$ cat src/rtl/dbus_interconnect.sv
// Data-bus interconnect: region decode, per-slave ack handshake, registered CPU response.
// Optional hung-slave timeout enabled by defining DBUS_TIMEOUT_EN.
module dbus_interconnect #(
    parameter int ADDR_W   = 32,
    parameter int DATA_W   = 32,
    parameter int N_SLAVES = 4,
    parameter int SEL_LSB  = 28,
    parameter int TIMEOUT  = 255
) (
    input  logic                         clk,
    input  logic                         rst,
    input  logic                         cpu_ce,
    input  logic                         cpu_we,
    input  logic [ADDR_W-1:0]            cpu_addr,
    input  logic [DATA_W-1:0]            cpu_wdata,
    output logic [DATA_W-1:0]            cpu_rdata,
    output logic                         cpu_ready,
    output logic                         cpu_err,
    output logic [N_SLAVES-1:0]          slv_ce,
    output logic                         slv_we,
    output logic [ADDR_W-1:0]            slv_addr,
    output logic [DATA_W-1:0]            slv_wdata,
    input  logic [N_SLAVES*DATA_W-1:0]   slv_rdata,
    input  logic [N_SLAVES-1:0]          slv_ack
);

    if (N_SLAVES < 1 || N_SLAVES > 16) begin : g_bad_n_slaves
        $error("dbus_interconnect: N_SLAVES must be in 1..16");
    end
    if (SEL_LSB < 0 || SEL_LSB + 4 > ADDR_W) begin : g_bad_sel_lsb
        $error("dbus_interconnect: region index field must lie inside the address");
    end
    if (TIMEOUT < 1 || TIMEOUT > 65535) begin : g_bad_timeout
        $error("dbus_interconnect: TIMEOUT must be in 1..65535");
    end

    typedef enum logic [1:0] {
        S_IDLE,
        S_ACCESS,
        S_RESP
    } state_t;

    state_t r_state;
    state_t w_state_nxt;

    logic [3:0]          w_idx;
    logic [N_SLAVES-1:0] w_dec_ce;
    logic                w_mapped;
    logic                w_sel_ack;
    logic [DATA_W-1:0]   w_sel_rdata;
    logic                w_timeout;

    logic [N_SLAVES-1:0] w_slv_ce_nxt;
    logic                w_slv_we_nxt;
    logic [ADDR_W-1:0]   w_slv_addr_nxt;
    logic [DATA_W-1:0]   w_slv_wdata_nxt;
    logic [DATA_W-1:0]   w_rdata_nxt;
    logic                w_ready_nxt;
    logic                w_err_nxt;

    // Region decode; an index beyond the last slave yields an all-zero select.
    assign w_idx = cpu_addr[SEL_LSB+3:SEL_LSB];

    always_comb begin
        // NOTE: every combinational output gets a default first, so no path can infer a latch.
        w_dec_ce = '0;
        for (int i = 0; i < N_SLAVES; i++) begin
            w_dec_ce[i] = (w_idx == 4'(i));
        end
    end

    assign w_mapped = |w_dec_ce;

    // The held one-hot select doubles as the response mux control, so stray acks are masked.
    assign w_sel_ack = |(slv_ack & slv_ce);

    always_comb begin
        w_sel_rdata = '0;
        for (int i = 0; i < N_SLAVES; i++) begin
            if (slv_ce[i]) begin
                w_sel_rdata = w_sel_rdata | slv_rdata[i*DATA_W +: DATA_W];
            end
        end
    end

`ifdef DBUS_TIMEOUT_EN
    localparam int CNT_W = (TIMEOUT < 256) ? 8 : 16;

    logic [CNT_W-1:0] r_tmo_cnt;

    // Fires on the ACCESS cycle whose increment would make the count reach TIMEOUT.
    assign w_timeout = (r_state == S_ACCESS) && ((int'(r_tmo_cnt) + 1) >= TIMEOUT);

    always_ff @(posedge clk or negedge rst) begin
        if (!rst) begin
            r_tmo_cnt <= '0;
        end else if (r_state != S_ACCESS) begin
            r_tmo_cnt <= '0;
        end else if (!w_sel_ack) begin
            r_tmo_cnt <= r_tmo_cnt + 1'b1;
        end
    end
`else
    assign w_timeout = 1'b0;
`endif

    always_ff @(posedge clk or negedge rst) begin
        // NOTE: sequential state uses non-blocking assignments so every register samples pre-edge values.
        if (!rst) begin
            r_state <= S_IDLE;
        end else begin
            r_state <= w_state_nxt;
        end
    end

    always_comb begin
        w_state_nxt = r_state;
        case (r_state)
            S_IDLE: begin
                if (cpu_ce) begin
                    w_state_nxt = w_mapped ? S_ACCESS : S_RESP;
                end
            end
            S_ACCESS: begin
                if (w_sel_ack || w_timeout) begin
                    w_state_nxt = S_RESP;
                end
            end
            S_RESP:  w_state_nxt = S_IDLE;
            default: w_state_nxt = S_IDLE;
        endcase
    end

    // Next values for the registered outputs; an ack always takes priority over a timeout.
    always_comb begin
        w_slv_ce_nxt    = slv_ce;
        w_slv_we_nxt    = slv_we;
        w_slv_addr_nxt  = slv_addr;
        w_slv_wdata_nxt = slv_wdata;
        w_rdata_nxt     = cpu_rdata;
        w_ready_nxt     = 1'b0;
        w_err_nxt       = 1'b0;
        case (r_state)
            S_IDLE: begin
                if (cpu_ce) begin
                    w_slv_we_nxt    = cpu_we;
                    w_slv_addr_nxt  = cpu_addr;
                    w_slv_wdata_nxt = cpu_wdata;
                    w_slv_ce_nxt    = w_dec_ce;
                    if (!w_mapped) begin
                        w_ready_nxt = 1'b1;
                        w_err_nxt   = 1'b1;
                        w_rdata_nxt = '0;
                    end
                end
            end
            S_ACCESS: begin
                if (w_sel_ack) begin
                    w_slv_ce_nxt = '0;
                    w_ready_nxt  = 1'b1;
                    w_rdata_nxt  = slv_we ? '0 : w_sel_rdata;
                end else if (w_timeout) begin
                    w_slv_ce_nxt = '0;
                    w_ready_nxt  = 1'b1;
                    w_err_nxt    = 1'b1;
                    w_rdata_nxt  = '0;
                end
            end
            default: ;
        endcase
    end

    always_ff @(posedge clk or negedge rst) begin
        if (!rst) begin
            slv_ce    <= '0;
            slv_we    <= 1'b0;
            slv_addr  <= '0;
            slv_wdata <= '0;
            cpu_rdata <= '0;
            cpu_ready <= 1'b0;
            cpu_err   <= 1'b0;
        end else begin
            slv_ce    <= w_slv_ce_nxt;
            slv_we    <= w_slv_we_nxt;
            slv_addr  <= w_slv_addr_nxt;
            slv_wdata <= w_slv_wdata_nxt;
            cpu_rdata <= w_rdata_nxt;
            cpu_ready <= w_ready_nxt;
            cpu_err   <= w_err_nxt;
        end
    end

endmodule

$ cat config.mk
export PLATFORM = sky130hd
export DESIGN_NAME = dbus_interconnect
export DESIGN_NICKNAME = d
export VERILOG_FILES = /design/src/rtl/dbus_interconnect.sv
export SDC_FILE = /design/constraint.sdc
export NUM_CORES = 1
export LEC_CHECK = 0
export ABC_AREA = 1
export ABC_CLOCK_PERIOD_IN_PS = 2000
export CELL_PAD_IN_SITES_DETAIL_PLACEMENT = 1
export CELL_PAD_IN_SITES_GLOBAL_PLACEMENT = 1
export CORE_MARGIN = 8
export CORE_UTILIZATION = 28
export DETAILED_ROUTE_END_ITERATION = 12
export PLACE_DENSITY = 0.93
export SLEW_MARGIN = 20
export SYNTH_ARGS = -nofsm -noshare
export SYNTH_HDL_FRONTEND = slang
export SYNTH_SLANG_ARGS = --single-unit
export TNS_END_PERCENT = 100
$ cat constraint.sdc
create_clock -name clk -period 2 [get_ports clk]
set_input_delay 0.2 -clock clk [delete_from_list [all_inputs] [get_ports clk]]
set_output_delay 0.2 -clock clk [all_outputs]
set_load 0.1 [all_outputs]
==> results of run 1 <==
[metal layers]
| layer | global-route usage | share of wire | vias to the layer above |
|---|---|---|---|
| li1 | - | - | 2793 |
| met1 | 0.204 | 0.39 | 2748 |
| met2 | 0.333 | 0.49 | 235 |
| met3 | 0.0799 | 0.11 | 20 |
| met4 | 0.0467 | 0.011 | 4 |
| met5 | 0 | 0.00097 | - |
[critical path, cell delays in order, from the launching register on]
cell	delay [ns]
dfrtp_1	0.56
buf_12	0.25
buf_12	0.20
[through the flow]
| stage | util | power, W | area, µm² | hold WS, ns |
|---|---|---|---|---|
| 2_1_floorplan | - | 0.00993 | 5310 | -0.0956 |
| 3_3_place_gp | 0.449 | 0.0123 | 8370 | 0.0600 |
| 3_5_place_dp | 0.449 | 0.0125 | 8370 | 0.0624 |
| 4_1_cts | 0.466 | 0.0144 | 8690 | 0.228 |
| 5_1_grt | 0.466 | 0.0148 | 8690 | 0.252 |
| 6_report | 0.466 | 0.0142 | 8690 | 0.242 |
[cell type report]
cell class                 count  area [µm²]  area share
clock buffer                  10         239      0.0275
inverter                      70         263      0.0302
sequential                   105        2630       0.302
tap                          234         293      0.0337
clock inverter                 6        67.6     0.00778
timing repair buffer         320        3030       0.348
multi-input combinational    518        2170       0.250
[synthesized netlist by cell type]
| cell type | number | share of area |
|---|---|---|
| or2_1 | 1 | 0.0012 |
| o21ai_4 | 1 | 0.0031 |
| inv_2 | 1 | 0.00071 |
| clkbuf_1 | 9 | 0.0064 |
| buf_2 | 29 | 0.027 |
| inv_1 | 69 | 0.049 |
| nand3_1 | 28 | 0.026 |
| buf_6 | 5 | 0.011 |
| nor2_1 | 70 | 0.050 |
| nand4_2 | 1 | 0.0024 |
| nand2_2 | 4 | 0.0047 |
| dfrtp_1 | 105 | 0.50 |
| nand3_2 | 11 | 0.021 |
| nand2_1 | 336 | 0.24 |
| o21ai_0 | 66 | 0.062 |
| buf_8 | 1 | 0.0028 |
[kinds of logic (layout without fill, tap and decap cells)]
| group | Yosys count | in the layout |
|---|---|---|
| compound gates | 67 | 67 |
| buf+inv | 114 | 406 |
| flops | 105 | 105 |
| simple gates | 451 | 451 |
[power groups by stage]
stage / Sequential (W) / Clock (W) / Combinational, W
global route: 0.00344 / 0.00197 / 0.00941
CTS: 0.00336 / 0.00190 / 0.00909
global placement: 0.00332 / 0 / 0.00894
floorplan: 0.00847 / 0 / 0.00146
detailed placement: 0.00337 / 0 / 0.00909
finish: 0.00334 / 0.00184 / 0.00899
[registers in the layout, indices dropped and copies added, names as in the netlist]
name	count
cpu_err	1
cpu_rdata	32
cpu_ready	1
r_state	2
slv_addr	32
slv_ce	4
slv_wdata	32
slv_we	1
[worst min path at each step]
stage          slack [ns]  cells past startpoint           end
5_1_grt              0.25                      2  slv_addr[10]
3_5_place_dp         0.06                      1  slv_addr[10]
3_3_place_gp         0.06                      1   slv_addr[1]
2_1_floorplan        -0.1                      0       cpu_err
6_report             0.24                      2  slv_addr[10]
4_1_cts              0.23                      2  slv_addr[10]
[repair_timing]
| action | 4_1_cts | 5_1_grt |
|---|---|---|
| buffers inserted | 0 | 0 |
| hold endpoints to repair | 42 | 0 |
| hold buffers | 1 | 0 |
==> results.ini, run 1 <==
[power_and_ir_drop]
sequentialPowerShare=0.236
p_int_w=0.00565
power.density_mw_per_mm2=1630
sw_frac_of_total=0.601
power_frac_comb=0.634
p_sw_w=0.00853
p_clk_frac=0.130
p_leak_nw=4.49
ir_drop_mv=1.23

[sta]
grt_setup_unrepaired=false
fin_crit_ns=1.56
fin_tns_setup_ns=0
worst_pin_slew_ns=0.480
final_hold_viol_count=0
finClkSkew_ns=0.00774
maxSlewHeadroom=0.680
layout_setup_ws_ns=0.439
min_period_over_period=0.781
fmax_ghz=0.641
maxSlewViolCount=0
finalSetupViolCount=0

[worst_setup_path]
end_kind=primary output
r2r_start=slv_ce[2]
r2r-end=cpu_rdata[26]
cp-start-kind=flip-flop
crit_start=slv_ce[2]
r2r_cells=6
cp-endpoint=slv_ce[2]
required_ns=1.80
reg2reg_slack_ns=0.45
worstSetupPathType=reg2out
crit_arrival_ns=1.36
worstPathMaxFanout=29

[synth]
synth_adder_area_share=0
ys_warn_count=0
synthSimpleGateAreaFrac=0.343
avgSynthCellArea_um2=7.20
ys_ff_latch=105
synthXorXnorAreaFrac=0
synthMuxAreaShare=0
syn-num-nets=937
synth_compound_gate_area_share=0.0653
ys_seq_area_frac=0.495
synth_cell_type_count=16
synth_top_family_by_area=simple AND/OR/NAND/NOR gates
netlist_area_mm2=0.00531
syn-instance-count=737

[die]
dieHeight_um=154
coreArea_mm2=0.0186
rows=50
ios=303
initial_utilization=0.285
fp.dieArea_mm2=0.0236
die_x_um=154

[detailed_routing]
drt_iter0_markers=147
drc=0
wl_per_cell_um=18.0
ant_nets=0
drt_wl_total_um=22700
dr.pass1.iters=4
route.vias.total=5800
via_per_inst=4.59

[global_route]
grt_max_degree=88
grt_pass1_vias=6369
antenna_found_initial=2
overflow=0
grt_usage=0.188
grt_pass1_wl_um=35100

[final_layout]
drive_above_1_share=0.151
nFillCells=2317
synthToLayoutAreaGrowth_pct=63.7
fin_nets=1224
final_cell_mix=nand2_1 (336), clkdlybuf4s50_1 (198), buf_4 (111), dfrtp_1 (105), nor2_1 (70)
instances_no_fill=1263
diodes=0
final_common_cell=nand2_1

[cts]
clock_sinks=105
cts-root-buf=clkbuf_16
htree_levels=3
cts_buffer_depth=2
clkLatencyLatePin_ns=0.35
cts_tree=built
clk_pin_slew_worst_paths_ns=0.08
ctsResizeCount=0
cts_made_buffers=9

[job]
drv_cap=0

[hold_path]
hold_class=in2async

[placed_design]
placedCellCount=1246
numPortBuffers=302
place_hpwl_um=18100
dp_slack_ns=0.240
place.gp.congestion=0.860

[status]
status=finished, final reports clean

Note: power is estimated with default switching activity, not from simulation.
==> inputs of run 2 (changes only) <==
Settings changed: ABC_CLOCK_PERIOD_IN_PS 2000 to 1570, CORE_UTILIZATION 28 to 26, PLACE_DENSITY 0.93 to 0.87.
Clock period 2 ns to 1.57 ns, I/O delays scaled along.
==> results.ini, run 2 (same netlist as run 1, synthesis figures left out) <==
[final_layout]
drive_above_1_share=0.155  ; +0.00404
final_cell_mix=nand2_1 (336), clkdlybuf4s50_1 (198), buf_12 (111), dfrtp_1 (100), nor2_1 (70)
utilization=0.498  ; +0.0320
diodes=0  ; unchanged
nFillCells=2336  ; +0.82%
fin_nets=1224  ; unchanged
instances_no_fill=1298  ; +2.8%
final_common_cell=nand2_1
biggestRegsByFlops=cpu_rdata (32), slv_addr (32), slv_wdata (32)
synthToLayoutAreaGrowth_pct=88.7

[sta]
grt_setup_unrepaired=false
fin_crit_ns=1.48
holdWs_ns=0.351  ; +0.109 ns
finClkSkew_ns=0.0101  ; +0.00239 ns
min_period_over_period=0.945
fmax_ghz=0.674
maxSlewHeadroom=0.638  ; -0.0421
final_hold_viol_count=0  ; unchanged
worst_pin_slew_ns=0.544  ; +0.0632 ns
finalSetupViolCount=0  ; unchanged
maxSlewViolCount=0  ; unchanged
layout_setup_ws_ns=0.0866  ; -0.352 ns

[detailed_routing]
dr.pass1.iters=4  ; unchanged
drt_iter0_markers=179  ; +22%
wl_per_cell_um=18.2  ; +1.1%
route.vias.total=5766  ; -0.59%
via_per_inst=4.44  ; -3.3%
drc=0  ; unchanged
ant_nets=0  ; unchanged
drt_wl_total_um=23600  ; +3.9%

[power_and_ir_drop]
total_power_w=0.0210  ; +48%
p_leak_nw=4.85  ; +8.0%
ir_drop_mv=1.56  ; +27%
power.density_mw_per_mm2=2090  ; +28%

[global_route]
grt_max_degree=94  ; +6.8%
overflow=0  ; unchanged
grt_pass1_vias=6467  ; +1.5%
antenna_found_initial=2  ; unchanged
grt_usage=0.185  ; -0.00290
grt_pass1_wl_um=37100  ; +5.6%

[placed_design]
dp_slack_ns=-0.0356  ; -0.276 ns
place.gp.congestion=0.778  ; -9.5%
place_hpwl_um=19200  ; +6.1%
numPortBuffers=302  ; unchanged
placedCellCount=1282  ; +2.9%

[worst_setup_path]
worstPathMaxFanout=33  ; +14%
required_ns=1.80  ; about the same
worstSetupPathType=reg2reg
crit_arrival_ns=1.71  ; +0.35 ns
cp-start-kind=flip-flop
end_kind=flip-flop

[die]
rows=52  ; +4.0%
coreArea_mm2=0.0201  ; +7.8%
dieHeight_um=159  ; +3.4%
die_x_um=159  ; +3.4%
ios=303  ; unchanged
fp.dieArea_mm2=0.0252  ; +6.9%
initial_utilization=0.264  ; -0.0207

[cts]
htree_levels=3  ; unchanged
cts_tree=built
clk_pin_slew_worst_paths_ns=0.07  ; about the same
clock_sinks=105  ; unchanged
clkLatencyLatePin_ns=0.35  ; about the same
cts_buffer_depth=2  ; unchanged
cts_made_buffers=9  ; unchanged
post_cts_buffers=0  ; unchanged
cts-root-buf=clkbuf_16

[hold_path]
hold_class=in2async

[status]
status=finished, final reports clean

[job]
drv_cap=0  ; unchanged

-- run 2: changes by cell type in the layout (fill, tap and decap cells not counted), moves of 4 or more --
cell and change:
buf_4 -102, buf_12 +101, dfrtp_1 -5, dfrtp_4 +4
-- run 2: area by class of cell --
class                      instances  area [µm²]  area share
clock buffer                       9         225      0.0225
clock inverter                     6        73.8     0.00737
inverter                          70         263      0.0262
multi-input combinational        518        2170       0.217
sequential                       105        2640       0.264
tap                              270         338      0.0337
timing repair buffer             320        4300       0.429
-- run 2: through the flow --
stage	setup TNS [ns]	instance area, µm²
2_1_floorplan	0	5350
3_3_place_gp	0	9700
3_5_place_dp	-0.162	9700
4_1_cts	0	10000
5_1_grt	0	10000
6_report	0	10000
-- run 2: final timing paths --
| check | startpoint | end | slack, ns | cells after the start |
|---|---|---|---|---|
| worst min register to register | slv_addr[10] | slv_addr[10] | 0.55 | 2 |
| max in group asynchronous | rst | cpu_rdata[2] | 0.73 | 3 |
| worst max-delay path | slv_ce[2] | cpu_rdata[20] | 0.09 | 7 |
| worst max register to register | slv_ce[2] | cpu_rdata[20] | 0.09 | 7 |
| worst min-delay path | rst | slv_addr[11] | 0.35 | 3 |
| min in group clk | cpu_wdata[22] | slv_wdata[22] | 0.36 | 3 |
-- run 2: critical path: stages, from the launching register on --
cell and delay [ns]:
dfrtp_4 0.53, nand2_1 0.08, nand2_1 0.10, o21ai_4 0.23
nand2_2 0.10, buf_12 0.18, nand2_1 0.07, nand2_1 0.06
-- run 2: report_power, final --
part	internal (W)	leakage [nW]	switching, W
combinational	0.00468	3.36	0.00918
sequential	0.00365	1.34	0.00109
clock	0.00125	0.140	0.00111
-- run 2: what timing repair did --
action,CTS,global route
endpoints found under the setup margin,0,21
gates resized for setup,0,2
hold buffers,1,0
endpoints found under the hold margin,105,0
-- run 2: layer usage --
layer  up-vias  GRT usage  part of all wire
met5         -          0           0.00098
met4         4     0.0524             0.016
met3        23     0.0959              0.12
met2       231      0.318              0.48
met1      2709      0.196              0.38
li1       2799          -                 -
==> inputs of run 3 (changes only) <==
Settings changed: CTS_BUF_LIST set to sky130_fd_sc_hd__clkbuf_8, SLEW_MARGIN 20 to 0.
==> results.ini, run 3 (same netlist as run 1, synthesis figures left out) <==
[cts]
cts-root-buf=clkbuf_8
htree_levels=3  ; unchanged
cts_buffer_depth=2  ; unchanged
clock_sinks=105  ; unchanged
clk_pin_slew_worst_paths_ns=0.10  ; +0.03 ns
cts_tree=built
clkLatencyLatePin_ns=0.38  ; +0.03 ns
cts_made_buffers=9  ; unchanged

[detailed_routing]
via_per_inst=4.45  ; +0.12%
ant_nets=0  ; unchanged
dr.pass1.iters=4  ; unchanged
drc=0  ; unchanged
wl_per_cell_um=18.2  ; about the same
drt_iter0_markers=190  ; +6.1%
route.vias.total=5773  ; +0.12%
drt_wl_total_um=23600  ; about the same

[final_layout]
utilization=0.493  ; -0.00492
synthToLayoutAreaGrowth_pct=86.9
diodes=0  ; unchanged
instances_no_fill=1298  ; unchanged
drive_above_1_share=0.156  ; +0.000973
biggestRegsByFlops=cpu_rdata (32), slv_addr (32), slv_wdata (32)
nFillCells=2338  ; +0.086%
final_common_cell=nand2_1
fin_nets=1224  ; unchanged
final_cell_mix=nand2_1 (335), clkdlybuf4s50_1 (198), buf_12 (111), dfrtp_1 (100), nor2_1 (70)

[worst_setup_path]
crit_slowest_cell=dfrtp_4
end_kind=flip-flop
cp-start-kind=flip-flop
worstPathMaxFanout=33  ; unchanged
worstSetupPathType=reg2reg
timing.critical_path.mode_cell=nand2_1
required_ns=1.83  ; +0.03 ns
crit_chain=nand2_1 -> nand2_1 -> o21ai_4 -> nand2_2 -> buf_12 -> nand2_1 -> nand2_1
crit_arrival_ns=1.75  ; +0.04 ns
critPathMaxStageDelay_ns=0.54  ; about the same

[die]
ios=303  ; unchanged
initial_utilization=0.264  ; unchanged
dieHeight_um=159  ; unchanged
fp.dieArea_mm2=0.0252  ; unchanged
die_x_um=159  ; unchanged
coreArea_mm2=0.0201  ; unchanged
rows=52  ; unchanged

[placed_design]
placedCellCount=1282  ; unchanged
numPortBuffers=302  ; unchanged
place_hpwl_um=19200  ; unchanged
place.gp.congestion=0.778  ; unchanged
dp_slack_ns=-0.0356  ; unchanged

[power_and_ir_drop]
sw_frac_of_total=0.555  ; +0.0121
p_leak_nw=4.80  ; -0.96%
sequentialPowerShare=0.232  ; +0.006
ir_drop_mv=1.56  ; about the same
p_int_w=0.00908  ; -5.3%
power.density_mw_per_mm2=2060  ; -1.7%
p_clk_frac=0.088  ; -0.025
power_frac_comb=0.680  ; +0.019
p_sw_w=0.0113  ; -0.53%

[sta]
worst_pin_slew_ns=0.542  ; -0.00154 ns
fmax_ghz=0.671  ; -0.43%
finClkSkew_ns=0.0127  ; +0.00256 ns
maxSlewViolCount=0  ; unchanged
fin_crit_ns=1.49  ; +0.00636 ns
final_hold_viol_count=0  ; unchanged
maxSlewHeadroom=0.639  ; +0.00103
holdWs_ns=0.316  ; -0.0347 ns
grt_setup_unrepaired=true
layout_setup_ws_ns=0.0802  ; -0.00636 ns
finalSetupViolCount=0  ; unchanged
min_period_over_period=0.949  ; +0.00405

[global_route]
overflow=0  ; unchanged
grt_pass1_wl_um=37100  ; -0.20%
antenna_found_initial=2  ; unchanged
grt_pass1_vias=6469  ; +0.031%
grt_usage=0.185  ; -0.000441
grt_max_degree=94  ; unchanged

[job]
drv_cap=0  ; unchanged

[status]
status=finished, final reports clean

[hold_path]
hold_class=in2async

[run 3: cell counts in the layout (fill, tap and decap cells not counted)]
No cell type changed its count.
[run 3: repair_timing]
item / in CTS / in global routing
setup endpoints to repair: 1 / 1
buffers inserted: 0 / 0
hold buffers: 1 / 0
endpoints found under the hold margin: 105 / 0
gates resized for setup: 1 / 2
[run 3: metrics by stage]
stage | cell area [µm²] | TNS [ns] | power [W]
2_1_floorplan | 5350 | 0 | 0.0127
3_3_place_gp | 9700 | 0 | 0.0185
3_5_place_dp | 9700 | -0.162 | 0.0188
4_1_cts | 9910 | 0 | 0.0206
5_1_grt | 9910 | -0.00370 | 0.0213
6_report | 9910 | 0 | 0.0204
[run 3: final cells by class]
type / count / area, µm² / area share
Clock buffer: 9 / 124 / 0.0125
Clock inverter: 6 / 73.8 / 0.00745
Inverter: 70 / 263 / 0.0265
Multi-Input combinational cell: 518 / 2170 / 0.219
Sequential cell: 105 / 2640 / 0.267
Tap cell: 270 / 338 / 0.0341
Timing Repair Buffer: 320 / 4300 / 0.433
[run 3: final timing paths]
check                                   start            end  slack (ns)  depth (start not counted)
worst max-delay path                slv_ce[2]  cpu_rdata[20]        0.08                          7
worst max register to register      slv_ce[2]  cpu_rdata[20]        0.08                          7
max in group asynchronous                 rst   cpu_rdata[4]        0.76                          3
min in group clk                cpu_wdata[22]  slv_wdata[22]        0.32                          3
worst min register to register   slv_addr[12]   slv_addr[12]        0.56                          2
worst min-delay path                      rst   slv_addr[11]        0.32                          3
[run 3: power by group through the flow]
| stage | logic (W) | registers [W] | clock network [W] |
|---|---|---|---|
| final | 0.0139 | 0.00473 | 0.00180 |
| after floorplan | 0.00188 | 0.0108 | 0 |
| after CTS | 0.0140 | 0.00475 | 0.00186 |
| after global placement | 0.0138 | 0.00470 | 0 |
| after global routing | 0.0145 | 0.00485 | 0.00194 |
| after detailed placement | 0.0140 | 0.00478 | 0 |
[run 3: worst max-delay path: cells and delay by family (launching register included)]
kind | cells | cell delay [ns]
AOI/OAI and AO/OA | 1 | 0.23
buffers and inverters | 1 | 0.18
DFF | 1 | 0.54
and+or+nand+nor | 5 | 0.41
[run 3: per-layer routing]
layer / global-route usage / up-vias / wire length (µm)
li1: - / 2794 / -
met1: 0.196 / 2723 / 9010
met3: 0.0954 / 24 / 2750
met5: 0 / - / 23
met4: 0.0541 / 4 / 418
met2: 0.316 / 228 / 11400
==> RTL change 1, RTL diff (config.mk and constraints of run 1) <==
Add a define of `DBUS_TIMEOUT_EN`.
--- a/src/rtl/dbus_interconnect.sv
+++ b/src/rtl/dbus_interconnect.sv
@@ -1,4 +1,6 @@
 // Data-bus interconnect: region decode, per-slave ack handshake, registered CPU response.
 // Optional hung-slave timeout enabled by defining DBUS_TIMEOUT_EN.
+`define DBUS_TIMEOUT_EN
+
 module dbus_interconnect #(
     parameter int ADDR_W   = 32,
Check against the original RTL: same outputs for any inputs over 4 cycles, from zero or initial values and one cycle with rst low; that may be too few to reach the edited logic, so the function may still have changed.
==> RTL change 1 against run 1 <==
- the run now ends with setup timing left
- synthesized cell count shrank 4.5%
- first-iteration DRC count grew 51%
- area after synthesis grew 1.1%
- design area grew 6.6%
- sequential cell count grew 8
- wire length grew 7.2%
- setup slack lost 0.45 ns
- total power grew 13%
- critical path depth grew 11
==> RTL change 1: results (changes against run 1) <==
[yosys]
synth-seq-cells=113  ; was 105
ys_top_cells_by_count=nand2_1, dfrtp_1, a41oi_1  ; was nand2_1, dfrtp_1, nor2_1
postSynthCellCount=704  ; was 737

[power]
p_leak_uw=0.00437  ; was 0.00449 uW

[worst_setup_path]
startpoint=r_tmo_cnt[0]  ; was slv_ce[2]
regToRegSetupSlack_ns=-0.02  ; was 0.45 ns
crit_family=simple AND/OR/NAND/NOR gates  ; was flip-flops

[global_route]
antenna_found_initial=1  ; was 2
use_met3_pct=8.25  ; was 7.99%
grt_pass1_wl_mm=36.7  ; was 35.1 mm
grt.total_usage_pct=19.6  ; was 18.8%
grtUsageMet2_pct=30.4  ; was 33.3%

[final_layout]
design_area_um2=9260  ; was 8690 um2
post_route_cells_drive_above_1_share_pct=17.9  ; was 15.1%
bufAreaShareNonClock_pct=34.0  ; was 34.8%
clkbuf_count=20  ; was 10
clk_share_pct=6.40  ; was 3.53%
signal_buffers=329  ; was 320

[routing]
routed_wl_mm=24.3  ; was 22.7 mm
num_vias=5934  ; was 5800
routed-wl-met2_mm=10.9  ; was 11.1 mm
detail_route.iter0.violations=222  ; was 147

[sta]
timing.final.ws_setup_ns=-0.0155  ; was 0.439 ns
fin_setup_tns_ns=-0.0233  ; was 0 ns
tightest_slew_ns=0.646  ; was 0.480 ns
setup_violations=2  ; was 0

[status]
status=finished, violations left  ; was finished clean
failed_checks=setup timing

[place]
hpwl_mm=18.0  ; was 18.1 mm

[min_path]
hp-class=input port to flop  ; was input port to async pin

[RTL change 1: changes by cell type in the layout (fill, tap and decap cells not counted), sizes merged, moves of 13 or more]
| cell | before | now |
|---|---|---|
| nand2 | 340 | 444 |
| nor2 | 70 | 13 |
| o21ai | 67 | 13 |
| inv | 74 | 25 |
| a41oi | 0 | 32 |
| nand3 | 39 | 10 |
| clkbuf | 10 | 23 |
[RTL change 1: power by group]
group	total [uW]	switching [uW]	internal, uW
Clock	3090	1080	2000
Combinational	9430	7210	2220
Sequential	3500	487	3010
Total	16000	8780	7230
[RTL change 1: how the worst min path moves through the flow]
stage,from,to
2_1_floorplan,rst,cpu_err
3_3_place_gp,rst,cpu_rdata[7]
3_5_place_dp,rst,cpu_rdata[7]
4_1_cts,cpu_addr[25],slv_addr[25]
5_1_grt,cpu_wdata[0],slv_wdata[0]
6_report,cpu_addr[25],slv_addr[25]
==> RTL change 2, RTL diff (config.mk and constraints of run 1) <==
Without the edit above. Re-encode `state_t` (3 states) as one-hot, 3 bits wide.
--- a/src/rtl/dbus_interconnect.sv
+++ b/src/rtl/dbus_interconnect.sv
@@ -35,8 +35,8 @@
     end
 
-    typedef enum logic [1:0] {
-        S_IDLE,
-        S_ACCESS,
-        S_RESP
+    typedef enum logic [2:0] {
+        S_IDLE   = 3'b001,
+        S_ACCESS = 3'b010,
+        S_RESP   = 3'b100
     } state_t;
 
Function: same outputs for any inputs over 4 cycles, from zero or initial values and one cycle with rst low; so few cycles prove little.
==> RTL change 2 against run 1 <==
- sequential cell count rose by 1
- setup slack got worse by 0.27 ns
- wire length fell by 0.51%
- global-route usage fell by 0.092 points
- core utilization fell by 0.48 points
- total power fell by 1.9%
- design area fell by 1.0%
- area after synthesis fell by 0.33%
- largest cell class unchanged
- largest power group unchanged
==> RTL change 2: results (changes against run 1) <==
[routing]
topRoutingLayerUsed=met4  ; was met5
routed-wl-met2_mm=10.7  ; was 11.1 mm
vias_per_cell=4.65  ; was 4.59
route.met3.wl_mm=2.19  ; was 2.41 mm
m1WireLength_mm=9.14  ; was 8.92 mm
detail_route.iter0.violations=175  ; was 147
detail_route.wl_per_cell_um=17.7  ; was 18.0 um

[yosys]
netlist.area_leader.share_pct=49.7  ; was 49.5%
synth.avg_cell_area_um2=7.02  ; was 7.20 um2
ys_top_cells_by_count=nand2_1, dfrtp_1, nor2_1  ; unchanged
seq_area_frac_synth_pct=50.2  ; was 49.5%
syn_nets=953  ; was 937
ys_top_cells_by_area=dfrtp_1, nand2_1, nor2_1, nand3_1, buf_2  ; was dfrtp_1, nand2_1, o21ai_0, nor2_1, inv_1
ys_types=18  ; was 16
yosys_warnings=0  ; unchanged

[worst_setup_path]
slowest_stage=dfstp_2  ; was dfrtp_1
crit_family=simple AND/OR/NAND/NOR gates  ; was flip-flops
reg2reg_depth=7  ; was 6
worstPathArrival_ns=2.06  ; was 1.36 ns
r2r_end=cpu_rdata[5]  ; was cpu_rdata[26]
crit_path_frequent_cell=nand2_1  ; was buf_12
crit_type=flop to flop  ; was flop to output pin
r2r-start=r_state[0]  ; was slv_ce[2]
worstPathMaxFanout=17  ; was 29
slowest_delay_ns=0.53  ; was 0.56 ns

[sta]
whs_ns=0.359  ; was 0.242 ns
tightest_slew_ns=0.626  ; was 0.480 ns
min_period_over_period_pct=91.3  ; was 78.1%
fin_skew_ns=0.0124  ; was 0.00774 ns

[final_layout]
insertedDiodeCount=0  ; unchanged
post_route_cells_drive_above_1_share_pct=13.9  ; was 15.1%
fin_cells=1279  ; was 1263
nets=1240  ; was 1224

[place]
placed_cell_area_um2=8290  ; was 8370 um2
io_buffers=302  ; unchanged
hpwl_mm=17.9  ; was 18.1 mm
dp_slack_ns=0.169  ; was 0.240 ns
gp_congestion=0.894  ; was 0.860

[global_route]
grt.total_usage_pct=18.7  ; was 18.8%
grtUsageMet2_pct=31.9  ; was 33.3%
antenna_found_initial=0  ; was 2
grt_util_met1_pct=20.7  ; was 20.4%
grt_max_degree=68  ; was 88
use_met3_pct=7.53  ; was 7.99%
grt_pass1_vias=6510  ; was 6369
grt_pass1_wl_mm=35.1  ; about the same

[power]
p_leak_uw=0.00450  ; was 0.00449 uW
ir_drop_mv=1.52  ; was 1.23 mV

[status]
status=finished clean  ; unchanged

[min_path]
hp-class=input port to async pin  ; unchanged

RTL change 2: cell count changes in the layout (fill, tap and decap cells not counted), moves of 5 or more:
cell	change
nand2_1	+138
inv_1	-64
o21ai_0	-64
nand3_2	-10
nand3_1	+6
nand4_1	+5
nor2_1	+5
RTL change 2: kinds of logic (layout without fill, tap and decap cells):
group | count (synthesis) | count (layout) | synth area share [%]
buf+inv | 50 | 342 | 5.56
compound gates | 3 | 3 | 0.497
simple gates | 594 | 594 | 43.8
flops | 106 | 106 | 50.2
RTL change 2: layout make-up:
cell class	instances	area, um2
fillers	2311	10000
clock buffers	10	239
flip-flops and latches	106	2650
repair buffers	318	2990
well taps	234	293
clock inverters	6	56.3
multi-input cells	597	2340
inverters	8	30.0
RTL change 2: where the power goes:
part	internal [uW]	leakage, uW	switching [uW]
clock network	910	0.000144	870
registers	2840	0.00137	430
logic	1860	0.00298	6990
total	5620	0.00450	8290
